**config.mk**
```make
export PLATFORM = sky130hd
export DESIGN_NAME = pic_prio_resolver
export DESIGN_NICKNAME = d
export VERILOG_FILES = /design/src/rtl/pic_prio_resolver.sv
export SDC_FILE = /design/constraint.sdc
export NUM_CORES = 1
export LEC_CHECK = 0
export CAP_MARGIN = 10
export CORE_ASPECT_RATIO = 0.5
export CORE_MARGIN = 1
export CORE_UTILIZATION = 35
export CTS_BUF_LIST = sky130_fd_sc_hd__clkbuf_8 sky130_fd_sc_hd__clkbuf_16
export DETAILED_ROUTE_END_ITERATION = 16
export GPL_TIMING_DRIVEN = 0
export PLACE_DENSITY = 0.57
export SYNTH_ARGS = -nofsm -noshare
export SYNTH_HDL_FRONTEND = slang
export SYNTH_SLANG_ARGS = --single-unit
```
**constraint.sdc**
```tcl
create_clock -name clk -period 4.2 [get_ports clk]
set_clock_uncertainty 0.05 [all_clocks]
set_input_delay 1.26 -clock clk [delete_from_list [all_inputs] [get_ports clk]]
set_output_delay 1.26 -clock clk [all_outputs]
set_load 0.01 [all_outputs]
```
**src/rtl/pic_prio_resolver.sv**
```systemverilog
// Interrupt priority resolver: request/in-service registers, rotating priority,
// interrupt output to the CPU and the two-pulse INTA vector handshake.
module pic_prio_resolver #(
  parameter int NUM_IRQ = 8,
  parameter int ID_W    = 3
) (
  input  logic               clk,
  input  logic               rst_n,
  input  logic [NUM_IRQ-1:0] irq_in,
  input  logic               ltim,
  input  logic [NUM_IRQ-1:0] imr,
  input  logic               smm,
  input  logic               aeoi,
  input  logic               auto_rot,
  input  logic               eoi_strb,
  input  logic               eoi_specific,
  input  logic [ID_W-1:0]    eoi_id,
  input  logic               set_pri_strb,
  input  logic [ID_W-1:0]    set_pri_id,
  input  logic               inta,
  output logic               int_out,
  output logic               vec_valid,
  output logic [ID_W-1:0]    vec_id,
  output logic               spurious,
  output logic [NUM_IRQ-1:0] irr,
  output logic [NUM_IRQ-1:0] isr,
  output logic [ID_W-1:0]    pri_base
);

  localparam logic ST_IDLE = 1'b0;
  localparam logic ST_ACK2 = 1'b1;
  localparam logic [ID_W:0] NUM_W = (ID_W+1)'(NUM_IRQ);

  logic               state;
  logic [NUM_IRQ-1:0] irq_prev;

  function automatic logic [ID_W-1:0] wrap_add(input logic [ID_W-1:0] a, input logic [ID_W-1:0] b);
    logic [ID_W:0] s;
    s = {1'b0, a} + {1'b0, b};
    if (s >= NUM_W) s = s - NUM_W;
    return s[ID_W-1:0];
  endfunction

  // Returns {found, rank} of the highest-priority set bit, rank 0 being pri_base.
  function automatic logic [ID_W:0] find_top(input logic [NUM_IRQ-1:0] vec, input logic [ID_W-1:0] base);
    logic [ID_W:0] res;
    res = '0;
    for (int k = NUM_IRQ-1; k >= 0; k--) begin
      if (vec[wrap_add(base, ID_W'(k))]) res = {1'b1, ID_W'(k)};
    end
    return res;
  endfunction

  function automatic logic [NUM_IRQ-1:0] onehot(input logic [ID_W-1:0] id);
    logic [NUM_IRQ-1:0] v;
    v = '0;
    v[id] = 1'b1;
    return v;
  endfunction

  function automatic logic id_ok(input logic [ID_W-1:0] id);
    return int'({1'b0, id}) < NUM_IRQ;
  endfunction

  logic [NUM_IRQ-1:0] pend, blk_vec;
  logic [ID_W:0]      cand_top, blk_top, isr_top;
  logic [ID_W-1:0]    cand_id, isr_top_id;
  logic               int_next, first_ack, real_ack, second_ack;

  assign pend       = irr & ~imr;
  assign blk_vec    = smm ? (isr & ~imr) : isr;
  assign cand_top   = find_top(pend, pri_base);
  assign blk_top    = find_top(blk_vec, pri_base);
  assign isr_top    = find_top(isr, pri_base);
  assign cand_id    = wrap_add(pri_base, cand_top[ID_W-1:0]);
  assign isr_top_id = wrap_add(pri_base, isr_top[ID_W-1:0]);
  assign int_next   = cand_top[ID_W] &&
                      (!blk_top[ID_W] || (cand_top[ID_W-1:0] < blk_top[ID_W-1:0]));
  assign first_ack  = inta && (state == ST_IDLE);
  assign real_ack   = first_ack && int_out && cand_top[ID_W];
  assign second_ack = inta && (state == ST_ACK2);

  logic [NUM_IRQ-1:0] isr_set, isr_clr, irr_ack;
  logic               rot_req;
  logic [ID_W-1:0]    rot_id, pri_base_next;

  // EOI rotation takes precedence over AEOI rotation; set_pri_strb beats both.
  always_comb begin
    isr_set       = real_ack ? onehot(cand_id) : '0;
    irr_ack       = isr_set;
    isr_clr       = '0;
    rot_req       = 1'b0;
    rot_id        = '0;
    pri_base_next = pri_base;
    if (second_ack && aeoi && !spurious) begin
      isr_clr = isr_clr | onehot(vec_id);
      rot_req = auto_rot;
      rot_id  = vec_id;
    end
    if (eoi_strb) begin
      if (eoi_specific) begin
        if (id_ok(eoi_id)) begin
          isr_clr = isr_clr | onehot(eoi_id);
          rot_req = auto_rot;
          rot_id  = eoi_id;
        end
      end else if (isr_top[ID_W]) begin
        isr_clr = isr_clr | onehot(isr_top_id);
        rot_req = auto_rot;
        rot_id  = isr_top_id;
      end
    end
    if (rot_req) pri_base_next = wrap_add(rot_id, ID_W'(1));
    if (set_pri_strb && id_ok(set_pri_id)) pri_base_next = wrap_add(set_pri_id, ID_W'(1));
  end

  // spurious stays up through the vec_valid pulse so it can qualify it.
  always_ff @(posedge clk or negedge rst_n) begin
    if (!rst_n) begin
      state     <= ST_IDLE;
      irq_prev  <= '0;
      irr       <= '0;
      isr       <= '0;
      pri_base  <= '0;
      int_out   <= 1'b0;
      vec_valid <= 1'b0;
      vec_id    <= '0;
      spurious  <= 1'b0;
    end else begin
      irq_prev  <= irq_in;
      irr       <= ltim ? (irq_in & ~irr_ack) : ((irr & ~irr_ack) | (irq_in & ~irq_prev));
      isr       <= (isr & ~isr_clr) | isr_set;
      pri_base  <= pri_base_next;
      int_out   <= first_ack ? 1'b0 : int_next;
      vec_valid <= second_ack;
      if (vec_valid) spurious <= 1'b0;
      if (first_ack) begin
        vec_id   <= real_ack ? cand_id : ID_W'(NUM_IRQ-1);
        spurious <= !real_ack;
        state    <= ST_ACK2;
      end else if (second_ack) begin
        state <= ST_IDLE;
      end
    end
  end

endmodule

```
### Yosys cells after proc, flatten, opt, wreduce, memory -nomap -nowiden

Cells that the tools add are included.
Widths: inputs -> output; s select.

* output and inout bits: 25
* logic and storage cells: 209
* flip-flop bits (word level): 34

* muxes and demuxes: 115
* bitwise operators: 15
* $lt $le $gt $ge: 29
* add/sub/neg operators: 23
* reduce and logical (&&, ||, !) cells: 18

Operators with widths (count)
* $mux 4: 24
* $bmux 1 s3: 24
* $mux 3: 19
* $mux 8: 7
* $and 8x8->8: 6
* $lt 3x4->1 const B: 12
* $ge 4x4->1 const B: 11
* $mux 1: 37
* $sub 3x1->3 const B: 12
* $not 8->8: 4
* $or 8x8->8: 4
* $add 3x3->4 const B: 4
* $add 3x1->4 const B: 3
* $demux 1 s3: 4
* $ge 3x1->1 const B: 4
* $logic_and 1x1->1: 11
* $add 3x2->4 const B: 2
* $add 3x3->4: 2
* $reduce_bool 2->1: 3
* $ge 3x4->1 const B: 1
* $logic_not 1->1: 3
* $lt 3x3->1: 1
* $logic_or 1x1->1: 1
* $not 1->1: 1

### Logic depth before layout (Yosys ltp)

Gate-level depths: netlist of the first run.

* depth in word-level cells: 27
* mapped depth: 21

### Worst setup path before layout of the first run

OpenSTA, ideal clock, no wires.

* path type: reg2reg
* start point: register pri_base[1]
* end point: register pri_base[2]
* buffers on the path: 3
* stages on the path, launching flop included: 20
* data arrival time: 4.259 ns
* setup slack: -0.238 ns
* required time: 4.021 ns
* cells stage by stage: dfrtp_1 -> clkbuf_1 -> inv_1 -> ha_1 -> buf_2 -> buf_2 -> mux4_2 -> a211oi_1 -> mux2i_1 -> nor2_1 -> a21oi_1 -> fa_1 -> inv_1 -> o22a_1 -> nor2_1 -> o31ai_1 -> ha_1 -> xor2_1 -> a22oi_1 -> o31ai_1

* longest elaborated chain between the ends: 24

Ends and longest elaborated chain
* from (decl): RTL line 27 `output logic [ID_W-1:0] pri_base`
* from (signal assigned): RTL line 133 `pri_base <= pri_base_next;`
* $add 3x3->4: RTL line 39 `s = {1'b0, a} + {1'b0, b};`
* $ge 4x4->1 / $sub 3x1->3 (equally long branches): RTL line 40 `if (s >= NUM_W) s = s - NUM_W;`
* $mux 3: RTL line 40
* $bmux 1 s3: RTL line 49 `if (vec[wrap_add(base, ID_W'(k))]) res = {1'b1, ID_W'(k)};`
* $mux 1 (not written as such): RTL line 49
* $mux 4 (8 in series): RTL line 49
* $add 3x3->4: RTL line 39
* $ge 4x4->1 / $sub 3x1->3 (equally long branches): RTL line 40
* $mux 3: RTL line 40
* $mux 3: RTL line 107 `end else if (isr_top[ID_W]) begin`
* $mux 3: RTL line 101 `if (eoi_specific) begin`
* $mux 3: RTL line 100 `if (eoi_strb) begin`
* $add 3x1->4: RTL line 39
* $ge 4x4->1 / $sub 3x1->3 (equally long branches): RTL line 40
* $mux 3: RTL line 40
* $mux 3: RTL line 113 `if (rot_req) pri_base_next = wrap_add(rot_id, ID_W'(1));`
* $mux 3: RTL line 114 `if (set_pri_strb && id_ok(set_pri_id)) pri_base_next = wrap_add(set_pri_id, ID_W'(1));`

Several ways; a longest one is shown, not always the timed one. The select of a mux whose other input is x is not followed.
A chain may end at the register's enable or synchronous reset.

### Worst setup path after layout of the first run

* start point: input imr[2]
* end point: register irr[0]

* longest elaborated chain between the ends: 24

Ends and longest elaborated chain
* from (decl): RTL line 11 `input logic [NUM_IRQ-1:0] imr,`
* $not 8->8 (*): RTL line 70 `assign pend = irr & ~imr;`
* $and 8x8->8 (*): RTL line 70
* $bmux 1 s3: RTL line 49
* $mux 1 (not written as such): RTL line 49
* $mux 4 (7 in series): RTL line 49
* $mux 4 (*): RTL line 49
* $add 3x3->4: RTL line 39
* $ge 4x4->1 / $sub 3x1->3 (equally long branches): RTL line 40
* [2 not listed]
* $logic_and 1x1->1 (not written as such): RTL line 57 `v[id] = 1'b1;`
* $mux 1 (not written as such): RTL line 57
* $demux 1 s3: RTL line 57
* $mux 8 (*): RTL line 89 `isr_set = real_ack ? onehot(cand_id) : '0;`
* $not 8->8 (*): RTL line 131 `irr <= ltim ? (irq_in & ~irr_ack) : ((irr & ~irr_ack) | (irq_in & ~irq_prev));`
* $and 8x8->8: RTL line 131
* $or 8x8->8: RTL line 131
* $mux 8 (*): RTL line 131
* to (signal assigned): RTL line 131
* to (decl): RTL line 25 `output logic [NUM_IRQ-1:0] irr,`

Every way passes the cells marked *; elsewhere a longest branch is shown, timed or not. The select of a mux whose other input is x is not followed.

==> impl_metrics.toml, run 1 <==
[cts]
cts.sinks = 34
tritoncts = "built"
clockBufferDepth = 2
h-tree-depth = 2
clock_latency_ps = 270
holdBufCountCts = 0
clkTransAtPathRegs_ps = 50
cts-root-buf = "clkbuf_16"
numCtsBuffers = 5

[global_route]
grt_usage_pct = 22.13
grt_pass1_vias = 3217
antenna_found_initial = 0
grt_pass1_wl_mm = 17.06
grt-ovfl-total = 0
grt_max_degree = 35

[placement]
hpwl_mm = 7.910
place_area_mm2 = 0.004014
preCtsSetupSlack_ps = -921.7
io_buffers = 55
place.gp.congestion = 0.9038

[die]
ioPinCount = 57
die_w_um = 139.4
die_y_um = 70.72
coreArea_mm2 = 0.008919
num_rows = 24
design.die.area_mm2 = 0.009861
initial_core_util_pct = 37.07

[yosys]
ys.flop_type = "dfrtp_1"
ys_top_cells_by_area = "dfrtp_1 26%, mux4_2 16%, mux2i_1 5.5%"
synth_top_area_share_pct = 25.74
synth_common_cells = "34 x dfrtp_1, 31 x nand2_1, 23 x a21oi_1, 23 x mux4_2, 20 x nor2_1"
synth.most_common_cell = "dfrtp_1"
yosysWarnings = 0
synth.avg_cell_area_um2 = 9.638
synth_nets = 384
synth_seq_cells = 34
synth-seq-area-share_pct = 25.74
syn_inst = 343
yosysTopAreaCell = "dfrtp_1"
synth.cell_area_mm2 = 0.003306
async_reset_ff_share_pct = 100.0
synth_edf_count = 0
yosysUniqueCellTypes = 57

[worst_setup_path]
r2r-end = "irr[0]"
timing.rr.start = "pri_base[0]"
worstSetupEndpointType = "register"
cp.arrival_ps = 4280
startpoint_type = "primary input"
critPathKind = "primary input to register"
path_max_fanout = 4
ff2ff_setup_slack_ps = 60
r2r_cells = 16
required_ps = 4290

[routing]
drt_drc_violations_left = 0
routedWlPerCell_um = 19.14
vias = 3287
drt_first_pass_iters = 5
viasPerCell = 5.870
drtAntennaViolNets = 0
routed_wl_mm = 10.72
drt_iter0_drc = 259

[final_layout]
area.growth.synth_to_final_pct = 47.46
num_antenna_cells = 0
fin_area_mm2 = 0.004875
multiInputGateArea_mm2 = 0.002624
drive_above_1_share_pct = 33.41
nets = 485
fill_cells = 752
register_area_um2 = 852.1
fin_util_pct = 54.66

[sta]
hold_viol = 0
finalCritPeriodShare_pct = 99.67
worst_slew_pin_slew_ps = 739.9
fmax_mhz = 238.9
whs_ps = 440.8
setup_violations = 0
layout_setup_ws_ps = 13.81
slew_violations = 0
slew-limit-headroom_pct = 50.67
rsz0062_at_grt = "yes"
fin_crit_ps = 4186

[min_path]
hold_start = "state"
worst_hold_path.num_cells = 1
hold_end = "state"
hp-class = "register to register"

[outcome]
run_status = "finished clean"

[run]
drv_cap = 0
[routing by layer]
metal	part of all wire (%)	track usage (%)	vias to the layer above
met4	0.94	5.309	0
met1	46	30.06	1650
li1	-	-	1509
met5	0	0	-
met3	5.9	4.604	12
met2	47	36.40	116
[worst max-delay path by stage]
stage | depth (start not counted) | startpoint | slack (ps) | to
floorplan | 19 | pri_base[1] | 5 | pri_base[2]
global placement | 15 | imr[7] | -890 | irr[7]
detailed placement | 16 | imr[7] | -920 | irr[7]
CTS | 17 | imr[2] | -90 | irr[0]
global route | 16 | imr[2] | -130 | irr[1]
finish | 16 | imr[2] | 10 | irr[0]
[state kept, by name (all words and copies together), names as in the netlist]
register,flops
spurious,1
isr,8
irr,8
state,1
int_out,1
pri_base,3
irq_prev,8
vec_id,3
vec_valid,1
[critical path: stages]
cell      delay [ps]
buf_8             80
nor2b_4           30
mux2_4           280
mux4_2           520
or2_4            300
o311ai_4         300
inv_2            100
ha_4             170
inv_2             50
fa_2             240
xnor2_4          110
xnor2_2          260
buf_4            170
nand4_1          150
a21oi_1          180
o21ai_1           70
[area by class of cell]
class                           instances  area share [%]
Buffer                                 11           2.387
Clock buffer                            6           2.849
Inverter                               19           1.797
Multi-Input combinational cell        278           53.82
Sequential cell                        34           17.48
Tap cell                              117           3.003
Timing Repair Buffer                   95           18.66
[per-stage QoR]
stage               instances  setup TNS [ps]
floorplan                 343               0
global placement          515          -13960
detailed placement        515          -14250
CTS                       552          -427.9
global route              560          -697.2
finish                    560               0
[placed cells by master (no fill, tap or decap), types with 5 or more instances in the layout]
| master | Yosys | layout |
|---|---|---|
| clkdlybuf4s50_1 | 0 | 46 |
| dfrtp_1 | 34 | 33 |
| nand2_1 | 31 | 31 |
| buf_4 | 1 | 30 |
| mux4_2 | 23 | 25 |
| a21oi_1 | 23 | 22 |
| nor2_1 | 20 | 20 |
| mux2i_1 | 18 | 15 |
| o21ai_0 | 17 | 14 |
| nor2b_1 | 18 | 13 |
| buf_6 | 1 | 13 |
| nand4_1 | 11 | 11 |
| inv_1 | 17 | 10 |
| and2_1 | 8 | 8 |
| o21ai_1 | 5 | 7 |
| inv_2 | 0 | 6 |
| buf_8 | 0 | 6 |
| nand2b_1 | 10 | 6 |
| nand3_1 | 6 | 6 |
| clkbuf_16 | 0 | 6 |
| nor2b_4 | 0 | 5 |
[cell families after synthesis]
family | Yosys count | synth area share [%]
flops | 34 | 25.74
xor+xnor | 9 | 3.066
fa+ha+maj | 9 | 3.861
mux | 48 | 24.64
simple gates | 124 | 20.17
compound gates | 88 | 18.28
buf+inv | 31 | 4.239
[timing repair]
item	4_1_cts	5_1_grt
setup endpoints to repair	20	19
gates cloned	0	1
setup buffers	31	11
pin swaps	23	31
resized for setup	95	40
Power of run 1 is not shown: default switching activity piles up to over one toggle a cycle in this logic, so the estimate is an artifact.
==> inputs of run 2 (changes only) <==
--- a/config.mk
+++ b/config.mk
@@ -7,3 +7,3 @@
 export LEC_CHECK = 0
-export CAP_MARGIN = 10
+export CAP_MARGIN = 40
 export CORE_ASPECT_RATIO = 0.5
@@ -13,4 +13,5 @@
 export DETAILED_ROUTE_END_ITERATION = 16
+export DONT_BUFFER_PORTS = 1
 export GPL_TIMING_DRIVEN = 0
-export PLACE_DENSITY = 0.57
+export PLACE_DENSITY = 0.49
 export SYNTH_ARGS = -nofsm -noshare
--- a/constraint.sdc
+++ b/constraint.sdc
@@ -4,2 +4,2 @@
 set_output_delay 1.26 -clock clk [all_outputs]
-set_load 0.01 [all_outputs]
+set_load 0.05 [all_outputs]
==> impl_metrics.toml, run 2 (synthesis results as in run 1) <==
[outcome]
run_status = "finished, violations left"
violations = "negative setup slack"

[worst_setup_path]
startpoint_type = "register"
r2r-end = "pri_base[2]"
ff2ff_setup_slack_ps = -100
crit_chain = "buf_12 -> buf_6 -> mux4_2 -> mux2i_4 -> nand2_1 -> o21ai_1 -> o211ai_1 -> a221oi_2 -> ha_2 -> inv_2 -> fa_2 -> inv_2 -> o22a_1 -> nor2_2 -> o31ai_2 -> ha_2 -> xor2_1 -> a22oi_1 -> o31ai_1"
slowest_delay_ps = 570
worstSetupEndpointType = "register"
critPathKind = "register to register"
timing.rr.start = "pri_base[0]"
path_max_fanout = 6
cp.arrival_ps = 4410
cp_slowest_cell = "mux4_2"
r2r_cells = 19
required_ps = 4300

[sta]
rsz0062_at_grt = "yes"
worst_slew_pin_slew_ps = 828.2
layout_setup_ws_ps = -104.8
hold_viol = 0
finalCritPeriodShare_pct = 102.5
fin_crit_ps = 4305
slew-limit-headroom_pct = 44.78
slew_violations = 0
fmax_mhz = 232.3
setup_violations = 6
tns_ps = -299.1

[min_path]
hold_end = "state"
hp-class = "register to register"
hold_start = "state"
worst_hold_path.num_cells = 1

[routing]
viasPerCell = 6.187
routed_wl_mm = 10.67
drt_first_pass_iters = 5
vias = 3050
drtAntennaViolNets = 0
drt_drc_violations_left = 0
drt_iter0_drc = 239
routedWlPerCell_um = 21.65

[final_layout]
register_area_um2 = 859.6
multiInputGateArea_mm2 = 0.002554
largestRegisters = "irq_prev: 8 flops, irr: 8 flops, isr: 8 flops"
layout_common_cells = "30 x nand2_1, 29 x dfrtp_1, 26 x buf_4"
area.growth.synth_to_final_pct = 25.44
final_common_cell = "nand2_1"
nets = 417
num_antenna_cells = 0
fill_cells = 830
drive_above_1_share_pct = 31.65

[cts]
numCtsBuffers = 5
h-tree-depth = 2
clockBufferDepth = 2
cts-root-buf = "clkbuf_16"
clkTransAtPathRegs_ps = 50
holdBufCountCts = 0
clock_latency_ps = 270
tritoncts = "built"
cts.sinks = 34

[placement]
hpwl_mm = 7.677
io_buffers = 0
place.gp.congestion = 0.8670

[die]
coreArea_mm2 = 0.008919
die_w_um = 139.4
design.die.area_mm2 = 0.009861
num_rows = 24
initial_core_util_pct = 37.07
ioPinCount = 57
die_y_um = 70.72

[global_route]
grt_pass1_wl_mm = 16.17
grt_usage_pct = 21.60
grt_pass1_vias = 2860
antenna_found_initial = 0
grt_max_degree = 35
grt-ovfl-total = 0

[run]
drv_cap = 0
-- run 2: repair_timing --
| action | in CTS | in global routing |
|---|---|---|
| buffers inserted | 17 | 10 |
| gates resized for setup | 32 | 20 |
| pin swaps | 15 | 23 |
| gates cloned | 0 | 0 |
| endpoints found under the setup margin | 20 | 16 |
-- run 2: area by class of cell --
class / count / share of cell area [%]
plain buffers: 11 / 2.686
clock buffers: 6 / 3.349
clock inverters: 1 / 0.7242
inverters: 19 / 2.112
multi-input cells: 278 / 61.59
flip-flops and latches: 34 / 20.73
well taps: 117 / 3.530
repair buffers: 27 / 5.281
-- run 2: through the flow --
| step | area, µm² | std cells | hold slack [ps] | util (%) | worst slack [ps] |
|---|---|---|---|---|---|
| detailed placement | 3523 | 460 | 426.7 | 39.51 | -649.6 |
| global placement | 3523 | 460 | 423.6 | 39.51 | -661.6 |
| floorplan | 3377 | 343 | 403.1 | - | -13.91 |
| CTS | 3956 | 484 | 437.6 | 44.36 | -103.2 |
| finish | 4146 | 493 | 431.3 | 46.49 | -104.8 |
| global route | 4146 | 493 | 462.1 | 46.49 | -300.9 |
-- run 2: worst max-delay path by stage --
stage | startpoint | to | slack [ps]
floorplan | pri_base[1] | pri_base[2] | -10
global placement | pri_base[1] | irr[1] | -660
detailed placement | pri_base[1] | irr[1] | -650
CTS | pri_base[0] | pri_base[2] | -100
global route | pri_base[0] | pri_base[2] | -300
finish | pri_base[0] | pri_base[2] | -100
-- run 2: routing by layer --
layer	vias up	part of all wire, %	wire length (µm)	track usage, %
li1	1382	-	-	-
met1	1536	47	5032	31.12
met2	110	46	4881	34.67
met3	22	5.6	595	2.979
met4	0	1.5	163	4.815
met5	-	0	0	0
-- run 2: critical path: cells and delay by family, from the launching register on --
family          cells  cell delay (ps)
compound gates      7             1100
xor+xnor            1              140
fa+ha+maj           3             1010
buf+inv             4              360
flops               1              560
mux                 2              780
simple gates        2              200
Power of run 2 is left out for the same reason.
==> inputs of run 3 (changes only) <==
CTS_BUF_LIST = sky130_fd_sc_hd__clkbuf_4 sky130_fd_sc_hd__clkbuf_8   (was sky130_fd_sc_hd__clkbuf_8 sky130_fd_sc_hd__clkbuf_16)
==> impl_metrics.toml, run 3 (synthesis results as in run 1) <==
[final_layout]
layout_common_cells = "30 x nand2_1, 29 x dfrtp_1, 24 x mux4_2, 24 x buf_4, 21 x a21oi_1"
area.growth.synth_to_final_pct = 23.88
nets = 416
final_common_cell = "nand2_1"
largestRegisters = "irq_prev: 8 flops, irr: 8 flops, isr: 8 flops"
fin_util_pct = 45.92
drive_above_1_share_pct = 31.73
num_antenna_cells = 0

[global_route]
grt_pass1_vias = 2848
antenna_found_initial = 0
grt-ovfl-total = 0
grt_pass1_wl_mm = 16.08
grt_usage_pct = 21.49
grt_max_degree = 35

[die]
design.die.area_mm2 = 0.009861
coreArea_mm2 = 0.008919
die_y_um = 70.72
initial_core_util_pct = 37.07
ioPinCount = 57
num_rows = 24
die_w_um = 139.4

[worst_setup_path]
path_max_fanout = 6
crit_chain = "buf_12 -> buf_8 -> mux4_2 -> mux2i_2 -> nand2_1 -> o21ai_1 -> o211ai_1 -> a221oi_2 -> ha_2 -> inv_2 -> fa_2 -> inv_2 -> o22a_1 -> nor2_2 -> o31ai_2 -> ha_2 -> xor2_1 -> a22oi_1 -> o31ai_1"
worstSetupEndpointType = "register"
critPathKind = "register to register"
crit_buf_inv = 4
cpLargestDelayFamily = "compound AO/OA/AOI/OAI gates"
cp_slowest_cell = "fa_2"
cp.arrival_ps = 4450
startpoint_type = "register"
required_ps = 4310
slowest_delay_ps = 570

[routing]
drtAntennaViolNets = 0
drt_drc_violations_left = 0
routedWlPerCell_um = 21.50
routed_wl_mm = 10.58
viasPerCell = 6.177
drt_iter0_drc = 247
drt_first_pass_iters = 6
vias = 3039

[outcome]
violations = "negative setup slack"
run_status = "finished, violations left"

[sta]
worst_slew_pin_slew_ps = 834.8
hold_viol = 0
rsz0062_at_grt = "yes"
tns_ps = -265.0
slew-limit-headroom_pct = 44.34
setup_violations = 3
finalCritPeriodShare_pct = 103.3
layout_setup_ws_ps = -138.8
fmax_mhz = 230.5
slew_violations = 0
fin_crit_ps = 4339

[cts]
cts.sinks = 34
tritoncts = "built"
numCtsBuffers = 5
cts-root-buf = "clkbuf_8"
clockBufferDepth = 2
clkTransAtPathRegs_ps = 70
h-tree-depth = 2
clock_latency_ps = 290

[run]
drv_cap = 0

[min_path]
hp-class = "register to register"

[placement]
hpwl_mm = 7.677
io_buffers = 0
place.gp.congestion = 0.8670
preCtsSetupSlack_ps = -649.6
[run 3: cell count changes in the layout (fill, tap and decap cells not counted), sizes merged]
cell	delta
buf	-1
[run 3: routing by layer]
layer / part of all wire [%] / vias up / global-route usage, % / wire length [µm]
met5: 0 / - / 0 / 0
met4: 1.2 / 0 / 3.951 / 128
met3: 6.5 / 25 / 3.114 / 686
met2: 46 / 131 / 34.45 / 4825
met1: 47 / 1514 / 31.22 / 4936
li1: - / 1369 / - / -
[run 3: per-stage QoR]
| stage | hold WS [ps] | area [µm²] | cells |
|---|---|---|---|
| finish | 435.1 | 4095 | 492 |
| global route | 465.2 | 4095 | 492 |
| CTS | 439.9 | 3901 | 483 |
| detailed placement | 426.7 | 3523 | 460 |
| global placement | 423.6 | 3523 | 460 |
| floorplan | 403.1 | 3377 | 343 |
[run 3: timing repair]
action                     in CTS  in global routing
setup buffers                  16                 10
hold buffers                    0                  0
setup endpoints to repair      20                 15
gates resized for setup        31                 22
pin swaps                      15                 21
[run 3: worst paths after layout]
path / startpoint / end / slack (ps) / depth (start not counted)
setup / recovery: pri_base[0] / pri_base[2] / -140 / 19
hold / removal: state / state / 440 / 1
setup reg to reg: pri_base[0] / pri_base[2] / -140 / 19
hold reg to reg: state / state / 440 / 1
max in group asynchronous: rst_n / pri_base[0] / 3380 / 0
min in group asynchronous: rst_n / irq_prev[7] / 610 / 0
[run 3: worst register-to-register path, delay by kind of cell (launching register included)]
kind	cells	cell delay, ps
AOI/OAI and AO/OA	7	1120
xor gates and xnor gates	1	140
adders and majority gates	3	1010
buffers and inverters	4	370
DFF	1	560
muxes	2	780
and+or+nand+nor	2	210
[run 3: cell type report]
class	count	area, µm²
Buffer	11	111.4
Tap cell	117	146.4
Fill cell	834	4823
Multi-Input combinational cell	278	2554
Sequential cell	34	859.6
Clock inverter	1	30.03
Timing Repair Buffer	26	224.0
Inverter	19	87.58
Clock buffer	6	82.58
Power of run 3 is left out for the same reason.
